File: src/rtl/sc_pkg.sv
// sc_pkg: definitions shared by the stochastic-computing matrix decoder.
//   sc_state_e    - decoder control states (idle, counting beats, holding result)
//   sc_elem_width - result element width derived from the stream-length field width
package sc_pkg;

    typedef enum logic [1:0] {
        StIdle,
        StCount,
        StHold
    } sc_state_e;

    // One extra bit over the length field: an unsigned count never exceeds
    // stream_len, and the bipolar value 2*count-len spans [-len, +len].
    function automatic int unsigned sc_elem_width(input int unsigned len_w);
        return len_w + 1;
    endfunction

endpackage

File: src/rtl/sc_ones_counter.sv
// sc_ones_counter: per-element accumulator counting ones in a stochastic bit stream.
// Ports:
//   clk     - clock, rising edge
//   rst     - synchronous active-high reset, clears the count
//   clr_i   - synchronous clear (start of a new window)
//   en_i    - accept the current bit
//   bit_i   - stochastic input bit
//   count_o - W-bit count of accepted ones
module sc_ones_counter #(
    parameter int unsigned W = 9
) (
    input  logic         clk,
    input  logic         rst,
    input  logic         clr_i,
    input  logic         en_i,
    input  logic         bit_i,
    output logic [W-1:0] count_o
);

    logic [W-1:0] count_q;
    logic [W-1:0] count_d;

    always_comb begin
        count_d = count_q;
        if (clr_i) begin
            count_d = '0;
        end else if (en_i) begin
            count_d = count_q + {{(W-1){1'b0}}, bit_i};
        end
    end

    always_ff @(posedge clk) begin
        if (rst) begin
            count_q <= '0;
        end else begin
            count_q <= count_d;
        end
    end

    assign count_o = count_q;

endmodule

File: src/rtl/sc_matrix_decoder.sv
// sc_matrix_decoder: decodes a BATCH_SIZE x OUTPUT_FEATURES matrix of stochastic bit
// streams into binary values by counting ones over a window of stream_len beats.
// Optional build macro: SC_DECODER_BIPOLAR_EN - elements become signed 2*count-len.
// Ports:
//   clk, rst       - clock and synchronous active-high reset
//   start          - begin a window (honoured only when idle)
//   stream_len     - number of beats in the window, sampled with start
//   in_valid       - input beat valid; in_ready high while counting
//   inputData      - one bit per element, element (m,o) at bit m*OUTPUT_FEATURES+o
//   out_valid      - decoded matrix available; out_ready consumes it
//   outputData     - decoded matrix, element (m,o) at [(m*OUTPUT_FEATURES+o)*W +: W]
//   busy           - not idle
module sc_matrix_decoder
    import sc_pkg::*;
#(
    parameter int unsigned BATCH_SIZE      = 4,
    parameter int unsigned OUTPUT_FEATURES = 4,
    parameter int unsigned LEN_W           = 8
) (
    input  logic                                                clk,
    input  logic                                                rst,
    input  logic                                                start,
    input  logic [LEN_W-1:0]                                    stream_len,
    input  logic                                                in_valid,
    output logic                                                in_ready,
    input  logic [BATCH_SIZE*OUTPUT_FEATURES-1:0]               inputData,
    output logic                                                out_valid,
    input  logic                                                out_ready,
    output logic [BATCH_SIZE*OUTPUT_FEATURES*(LEN_W+1)-1:0]     outputData,
    output logic                                                busy
);

    localparam int unsigned W = sc_elem_width(LEN_W);
    localparam int unsigned N = BATCH_SIZE * OUTPUT_FEATURES;

    sc_state_e          state_q, state_d;
    logic [LEN_W-1:0]   rem_q, rem_d;
    logic [N*W-1:0]     out_q, out_d;
    logic [N*W-1:0]     count_flat;
    logic [N*W-1:0]     result_flat;
    logic               clr;
    logic               accept;

`ifdef SC_DECODER_BIPOLAR_EN
    logic [LEN_W-1:0]   len_q, len_d;
`endif

    assign accept = in_valid && (state_q == StCount);

    for (genvar i = 0; i < N; i++) begin : g_cnt
        sc_ones_counter #(
            .W(W)
        ) u_cnt (
            .clk    (clk),
            .rst    (rst),
            .clr_i  (clr),
            .en_i   (accept),
            .bit_i  (inputData[i]),
            .count_o(count_flat[i*W +: W])
        );
    end

    // Final element values including the beat being accepted this cycle, so the
    // result can be registered on the last beat without an extra cycle.
    always_comb begin
        logic [W-1:0] fin;
        result_flat = '0;
        for (int i = 0; i < N; i++) begin
            fin = count_flat[i*W +: W] + {{(W-1){1'b0}}, inputData[i]};
`ifdef SC_DECODER_BIPOLAR_EN
            // Modulo-2^W arithmetic is exact: the true result lies in [-len, +len].
            result_flat[i*W +: W] = {fin[W-2:0], 1'b0} - {1'b0, len_q};
`else
            result_flat[i*W +: W] = fin;
`endif
        end
    end

    always_comb begin
        state_d = state_q;
        rem_d   = rem_q;
        out_d   = out_q;
        clr     = 1'b0;
`ifdef SC_DECODER_BIPOLAR_EN
        len_d   = len_q;
`endif
        unique case (state_q)
            StIdle: begin
                if (start) begin
                    clr   = 1'b1;
                    rem_d = stream_len;
                    out_d = '0;
`ifdef SC_DECODER_BIPOLAR_EN
                    len_d = stream_len;
`endif
                    state_d = (stream_len != '0) ? StCount : StHold;
                end
            end
            StCount: begin
                if (in_valid) begin
                    rem_d = rem_q - LEN_W'(1);
                    if (rem_q == LEN_W'(1)) begin
                        out_d   = result_flat;
                        state_d = StHold;
                    end
                end
            end
            StHold: begin
                if (out_ready) begin
                    state_d = StIdle;
                end
            end
            default: begin
                state_d = StIdle;
            end
        endcase
    end

    always_ff @(posedge clk) begin
        if (rst) begin
            state_q <= StIdle;
            rem_q   <= '0;
            out_q   <= '0;
`ifdef SC_DECODER_BIPOLAR_EN
            len_q   <= '0;
`endif
        end else begin
            state_q <= state_d;
            rem_q   <= rem_d;
            out_q   <= out_d;
`ifdef SC_DECODER_BIPOLAR_EN
            len_q   <= len_d;
`endif
        end
    end

    assign in_ready   = (state_q == StCount);
    assign out_valid  = (state_q == StHold);
    assign busy       = (state_q != StIdle);
    assign outputData = out_q;

endmodule

File: config.mk
export PLATFORM = sky130hd
export DESIGN_NAME = sc_matrix_decoder
export DESIGN_NICKNAME = d
export VERILOG_FILES = /design/src/rtl/sc_pkg.sv /design/src/rtl/sc_ones_counter.sv /design/src/rtl/sc_matrix_decoder.sv
export SDC_FILE = /design/constraint.sdc
export NUM_CORES = 1
export LEC_CHECK = 0
export BUFFER_PORTS_ARGS = -buffer_cell sky130_fd_sc_hd__buf_4
export CAP_MARGIN = 40
export CORE_ASPECT_RATIO = 0.6
export CORE_MARGIN = 5
export CORE_UTILIZATION = 65
export CTS_BUF_LIST = sky130_fd_sc_hd__clkbuf_8
export CTS_CLUSTER_DIAMETER = 80
export DETAILED_ROUTE_END_ITERATION = 10
export MAX_ROUTING_LAYER = met4
export PLACE_DENSITY = 0.88
export SLEW_MARGIN = 20
export SYNTH_ARGS = -nofsm -noshare
export SYNTH_HDL_FRONTEND = slang
export SYNTH_HIERARCHICAL = 1
export SYNTH_SLANG_ARGS = --single-unit
File: constraint.sdc
create_clock -name clk -period 4.68 [get_ports clk]
set_clock_uncertainty 0.1 [all_clocks]
set_input_delay 0.936 -clock clk [delete_from_list [all_inputs] [get_ports clk]]
set_output_delay 0.936 -clock clk [all_outputs]
set_load 0.005 [all_outputs]
==> results of run 1 <==
metrics by stage:
| stage | setup slack, ns | instance area (sq um) | std cells | power [mW] | util, % |
|---|---|---|---|---|---|
| floorplan | 2.31 | 14000 | 1494 | 2.81 | - |
| detailed placement | 1.62 | 15400 | 1885 | 2.89 | 72.7 |
| global route | 1.37 | 16300 | 1959 | 5.14 | 76.9 |
| CTS | 1.61 | 16200 | 1957 | 4.99 | 76.8 |
| finish | 1.55 | 16300 | 1959 | 4.96 | 76.9 |
| global placement | 1.72 | 15300 | 1884 | 2.88 | 72.6 |
cell type report:
cell class	instances	area share, %
multi-input cells	1097	46.3
flip-flops and latches	298	36.7
repair buffers	187	8.86
clock buffers	55	4.65
well taps	279	2.15
clock inverters	17	0.777
inverters	25	0.577
diodes	1	0.0154
worst max-delay path, stage by stage, from the launching register on:
cell	delay, ns
dfxtp_1	0.45
nand2b_1	0.40
inv_2	0.26
and2_4	0.52
buf_4	0.39
nand4_4	0.17
or3_2	0.50
a21oi_1	0.23
state kept, by name (all words and copies together) (netlist names):
name / count
g_cnt.u_cnt/count_o: 144
outputData: 144
rem_q: 8
state_q: 2
kinds of logic (layout without fill, tap and decap cells):
logic type | after synthesis | after routing | synth area share [%]
AO/OA/AOI/OAI | 337 | 337 | 15.8
XOR/XNOR | 160 | 160 | 9.99
adder cells (fa/ha/maj) | 66 | 66 | 5.89
buffers and inverters | 99 | 284 | 3.87
flip-flops | 298 | 298 | 42.5
multiplexers | 34 | 34 | 2.44
other | 0 | 1 | 0
AND/OR/NAND/NOR | 500 | 500 | 19.5
layer usage:
layer,up-vias,global-route usage [%]
li1,5696,-
met1,5584,40.2
met2,419,41.1
met3,56,4.38
met4,0,8.23
met5,-,-
worst min path at each step:
stage | startpoint | to | slack, ns | cells after the start
floorplan | g_cnt[0].u_cnt/count_o[8] | g_cnt[0].u_cnt/count_o[8] | 0.36 | 2
global placement | outputData[9] | outputData[9] | 0.36 | 1
detailed placement | outputData[139] | outputData[139] | 0.37 | 2
CTS | outputData[111] | outputData[111] | 0.38 | 2
global route | outputData[141] | outputData[141] | 0.40 | 1
finish | outputData[111] | outputData[111] | 0.38 | 2
Yosys cell counts, types with 2 or more instances:
cell type	instances	share of area [%]
nor3b_1	2	0.11
or3_2	16	0.86
nor2_1	125	3.3
a21oi_1	108	3.9
a21o_1	3	0.16
a211oi_1	2	0.11
a22o_1	113	7.1
clkbuf_1	28	0.75
inv_1	24	0.64
nor4_1	3	0.13
buf_2	26	0.93
o21ai_0	75	2.7
xnor2_1	48	3.0
buf_6	18	1.4
nand4_4	16	2.4
mux2i_1	33	2.4
o31ai_1	32	1.7
or4_1	32	1.7
nand3_1	44	1.6
nand4_1	43	1.9
nand2b_1	7	0.31
nor3_1	17	0.61
ha_1	66	5.9
or2_2	17	0.76
or3_1	16	0.71
and3_1	18	0.80
nand2_1	134	3.6
dfxtp_1	298	43
xor2_1	112	7.0
and2_1	2	0.089
where the power goes:
| part | total [mW] | internal, mW | switching (mW) |
|---|---|---|---|
| registers | 2.56 | 2.55 | 0.0140 |
| clock network | 2.12 | 1.16 | 0.963 |
| logic | 0.277 | 0.0875 | 0.189 |
| total | 4.96 | 3.80 | 1.17 |
==> summary.txt, run 1 <==
Drt pass-1 iters - 5
CP Data Required Time - 5.02 ns
Metal2 WL - 15,100 microns
Hold WC Path Type - reg2reg
Pwr dens - 305 mW/mm^2
Commonest non-fill, non-tap cell in the layout - dfxtp_1
Fill cells - 1,422
Fmax - 320 MHz
Final RePlAce weighted congestion - 0.903
WL met3 - 2460 microns
Worst Setup SP - state_q[0]
Fin. max-slew vios - 0
Clock buffer count from CTS - 42
TritonCTS Sinks - 298
Final setup TNS - 0 ns
Max Used Layer - met4
Clock root cell - clkbuf_8
Vias in the first global route - 11,000
Yosys warns - 6
Crit path kind - reg2reg
Die height - 124 microns
Final Hold Viols - 0
R2R setup slack - 1.55 ns
# DRC - 0
Status - completed
HPWL after detailed placement - 23,600 microns
Register area share after synthesis - 42.5%
H-tree depth - 2
Period utilization - 66.9%
Max-Cap Viols - 0
# setup viols final - 0
Clk_lat worst skew - 0.54 ns
Synth Cell Area - 0.0140 sq mm
Chip width - 200 microns
R2R Path End - g_cnt[9].u_cnt/count_o[5]
Register bit count reported by yosys - 298
Synth Instances - 1,494
Worst-Margin Slew - 0.781 ns
First-pass GRT wire length - 55,500 microns
Setup Fix Bufs, Post-CTS - 0
Via count - 11,800
Syn avg cell area - 9.38 sq um
Cts hold-fix bufs - 0
Fin crit period - 3.13 ns
Syn Nets - 1,589
Port bufs - 175
Worst R2R Start - state_q[0]
Met1 WL - 16,300 microns
Top_reg_cell synth - dfxtp_1
Initial antenna violation count - 1
LEAKAGE - 6.72 nW
WL final - 34,500 microns
CTS tree - done
Final #Nets - 1,746
Drt wl/cell - 17.6 microns
Post-synth EDFFs - 0
Worst-path fanout max - 32
Area delta synth->final - 16.0%
VDD IR max - 0.220 mV
Largest net degree at the start of global routing - 68
GR Util All Layers - 28.0%
Avg Vias per Cell - 6.00
Post_cts resized - 0
RSZ-0062 raised after global routing - no
R2R depth - 7
Register Area - 0.00597 sq mm
Asr flop ratio synth - 0%
WHS - 0.375 ns
Synth cell types - 46
Critical path endpoint - g_cnt[9].u_cnt/count_o[5]
IO Pins - 176
Longest Clk Path Bufs - 3
Most frequent cells in the layout - dfxtp_1, buf_4, nand2_1
Footprint of the multi-input gates - 0.00753 sq mm
WP data arrival - 3.47 ns
Clk slew on worst S/H paths - 0.06 ns
Crit end category - flop
Full die area - 0.0247 sq mm
Slew margin rel. - 47.5%
Starting DRT DRC Count - 969
GRT Residual Overflow - 0
Initial core utilization - 66.3%
ANT nets after route - 0
Critical path launch point type - flop
Layout cells sized above 1 - 18.2%
Row cnt - 41
CORE AREA - 0.0211 sq mm
Power figures use the tool's default switching activity.
==> run 2, diff against run 1 <==
- CORE_UTILIZATION: 65 -> 60
- PLACE_DENSITY: 0.88 -> 0.82
- clock period: 4.68 -> 3.2 ns (I/O delays scaled with it)
==> run 2 against run 1 <==
Effect of this change:
- core utilization is 6.3 points lower
- clock power is 38% higher
- via count down 0.53%
- largest cell class unchanged
- largest power group unchanged
==> summary.txt, run 2 (synthesis results as in run 1) <==
Placed cell areas - 0.0154 sq mm
ANT nets after route - 0
Final setup TNS - 0 ns
HPWL after detailed placement - 23,500 microns
Most frequent cells in the layout - dfxtp_1, buf_4, nand2_1
Via count - 11,700
First-pass GRT wire length - 57,000 microns
Switching Share - 24.1%
Comb pwr share - 5.8%
IO Pins - 176
Worst-Margin Slew - 0.713 ns
Worst-path fanout max - 36
Avg Vias per Cell - 5.86
Clk slew on worst S/H paths - 0.07 ns
Max-Cap Viols - 0
Clock share of power - 41.2%
Slew margin rel. - 52.0%
Worst R2R Start - state_q[0]
Initial antenna violation count - 0
Die height - 128 microns
Full die area - 0.0266 sq mm
Int Pwr - 5.37 mW
Psw - 1.70 mW
Fill cells - 1,795
Setup Fix Bufs, Post-CTS - 0
Max stage delay on crit path - 0.56 ns
Top delay family on crit path - simple AND/OR/NAND/NOR gates
Critical path, cell by cell - nand2b_1 -> inv_2 -> and2_4 -> buf_12 -> nand4_4 -> or4_1 -> a21oi_1
Pwr dens - 435 mW/mm^2
Post_cts resized - 0
Flop pwr share - 53.0%
Hold WC Path Type - in2reg
GR Util All Layers - 25.9%
Port bufs - 175
Hold depth - 3
Fin. max-slew vios - 0
H-tree depth - 2
GRT Residual Overflow - 0
Clock buffer count from CTS - 43
Area delta synth->final - 16.0%
CP Data Required Time - 3.57 ns
Critical path launch point type - flop
LEAKAGE - 6.73 nW
Row cnt - 43
Longest Clk Path Bufs - 3
Vias in the first global route - 11,400
Hold endpoint - outputData[117]
Clk_lat worst skew - 0.56 ns
Commonest non-fill, non-tap cell in the layout - dfxtp_1
TritonCTS Sinks - 298
Worst Path Buf+Inv - 2
CORE AREA - 0.0230 sq mm
Hold Crit Start - inputData[13]
R2R Path End - g_cnt[2].u_cnt/count_o[8]
WP data arrival - 2.86 ns
Post-route cell area - 0.0163 sq mm
Status - completed
R2R depth - 7
WL final - 34,200 microns
Crit path kind - reg2reg
Non-filler instance count after layout - 1,997
VDD IR max - 0.314 mV
Final RePlAce weighted congestion - 0.898
Period utilization - 77.6%
Initial core utilization - 60.9%
Pre-CTS WS - 0.729 ns
Cts hold-fix bufs - 0
Post-Place Cells - 1,923
Final Hold Viols - 0
Final #Nets - 1,748
Fmax - 403 MHz
Critical path's slowest cell - or4_1
Fin crit period - 2.48 ns
Drt wl/cell - 17.1 microns
Chip width - 207 microns
Layout cells sized above 1 - 18.0%
Clock root cell - clkbuf_8
Antenna Cells - 0
Starting DRT DRC Count - 782
R2R setup slack - 0.72 ns
RSZ-0062 raised after global routing - no
# setup viols final - 0
Setup WS post-layout - 0.717 ns
Drt pass-1 iters - 5
CTS tree - done
Largest net degree at the start of global routing - 73
# DRC - 0
Crit end category - flop
## run 2: changes by cell type in the layout (fill, tap and decap cells not counted)
cell	change
clkbuf_8	-1
inv_1	+6
buf_12	+1
clkinvlp_4	-2
diode_2	-1
clkinv_2	+1
bufinv_16	-2
## run 2: power by group through the flow
stage / Combinational [mW] / Sequential [mW] / Clock [mW]
floorplan: 0.284 / 3.83 / 0
global placement: 0.395 / 3.83 / 0
detailed placement: 0.402 / 3.83 / 0
CTS: 0.404 / 3.75 / 2.97
global route: 0.444 / 3.75 / 3.15
finish: 0.407 / 3.75 / 2.92
## run 2: worst register-to-register path: stages, from the launching register on
cell and delay, ns:
dfxtp_1 0.46, nand2b_1 0.12, inv_2 0.14, and2_4 0.38, buf_12 0.29, nand4_4 0.17, or4_1 0.56, a21oi_1 0.18
## run 2: per-layer routing
layer	GRT usage, %	up-vias	routed length (microns)
li1	-	5696	-
met1	35.7	5569	16600
met2	39.3	375	14800
met3	5.07	53	2160
met4	7.38	0	623
met5	-	-	0
## run 2: final cells by class
class	instances	area [sq um]	area share, %
clock buffer	54	743	4.57
clock inverter	20	78.8	0.485
inverter	25	93.8	0.577
multi-input combinational	1097	7530	46.3
sequential	298	5970	36.7
tap	315	394	2.42
timing repair buffer	188	1460	8.99
## run 2: stage by stage
| stage | util, % | hold WS, ns | power (mW) |
|---|---|---|---|
| finish | 70.6 | 0.333 | 7.07 |
| global route | 70.6 | 0.318 | 7.35 |
| CTS | 70.6 | 0.301 | 7.12 |
| detailed placement | 67.1 | 0.368 | 4.23 |
| global placement | 67.1 | 0.363 | 4.22 |
| floorplan | - | 0.364 | 4.11 |
## run 2: worst max-delay path by stage
stage | from | to | slack (ns) | cells past startpoint
floorplan | state_q[1] | g_cnt[6].u_cnt/count_o[8] | 1.01 | 8
global placement | in_valid | g_cnt[13].u_cnt/count_o[8] | 0.79 | 6
detailed placement | in_valid | g_cnt[2].u_cnt/count_o[8] | 0.73 | 6
CTS | state_q[0] | g_cnt[2].u_cnt/count_o[8] | 0.74 | 7
global route | state_q[0] | g_cnt[2].u_cnt/count_o[8] | 0.60 | 7
finish | state_q[0] | g_cnt[2].u_cnt/count_o[8] | 0.72 | 7
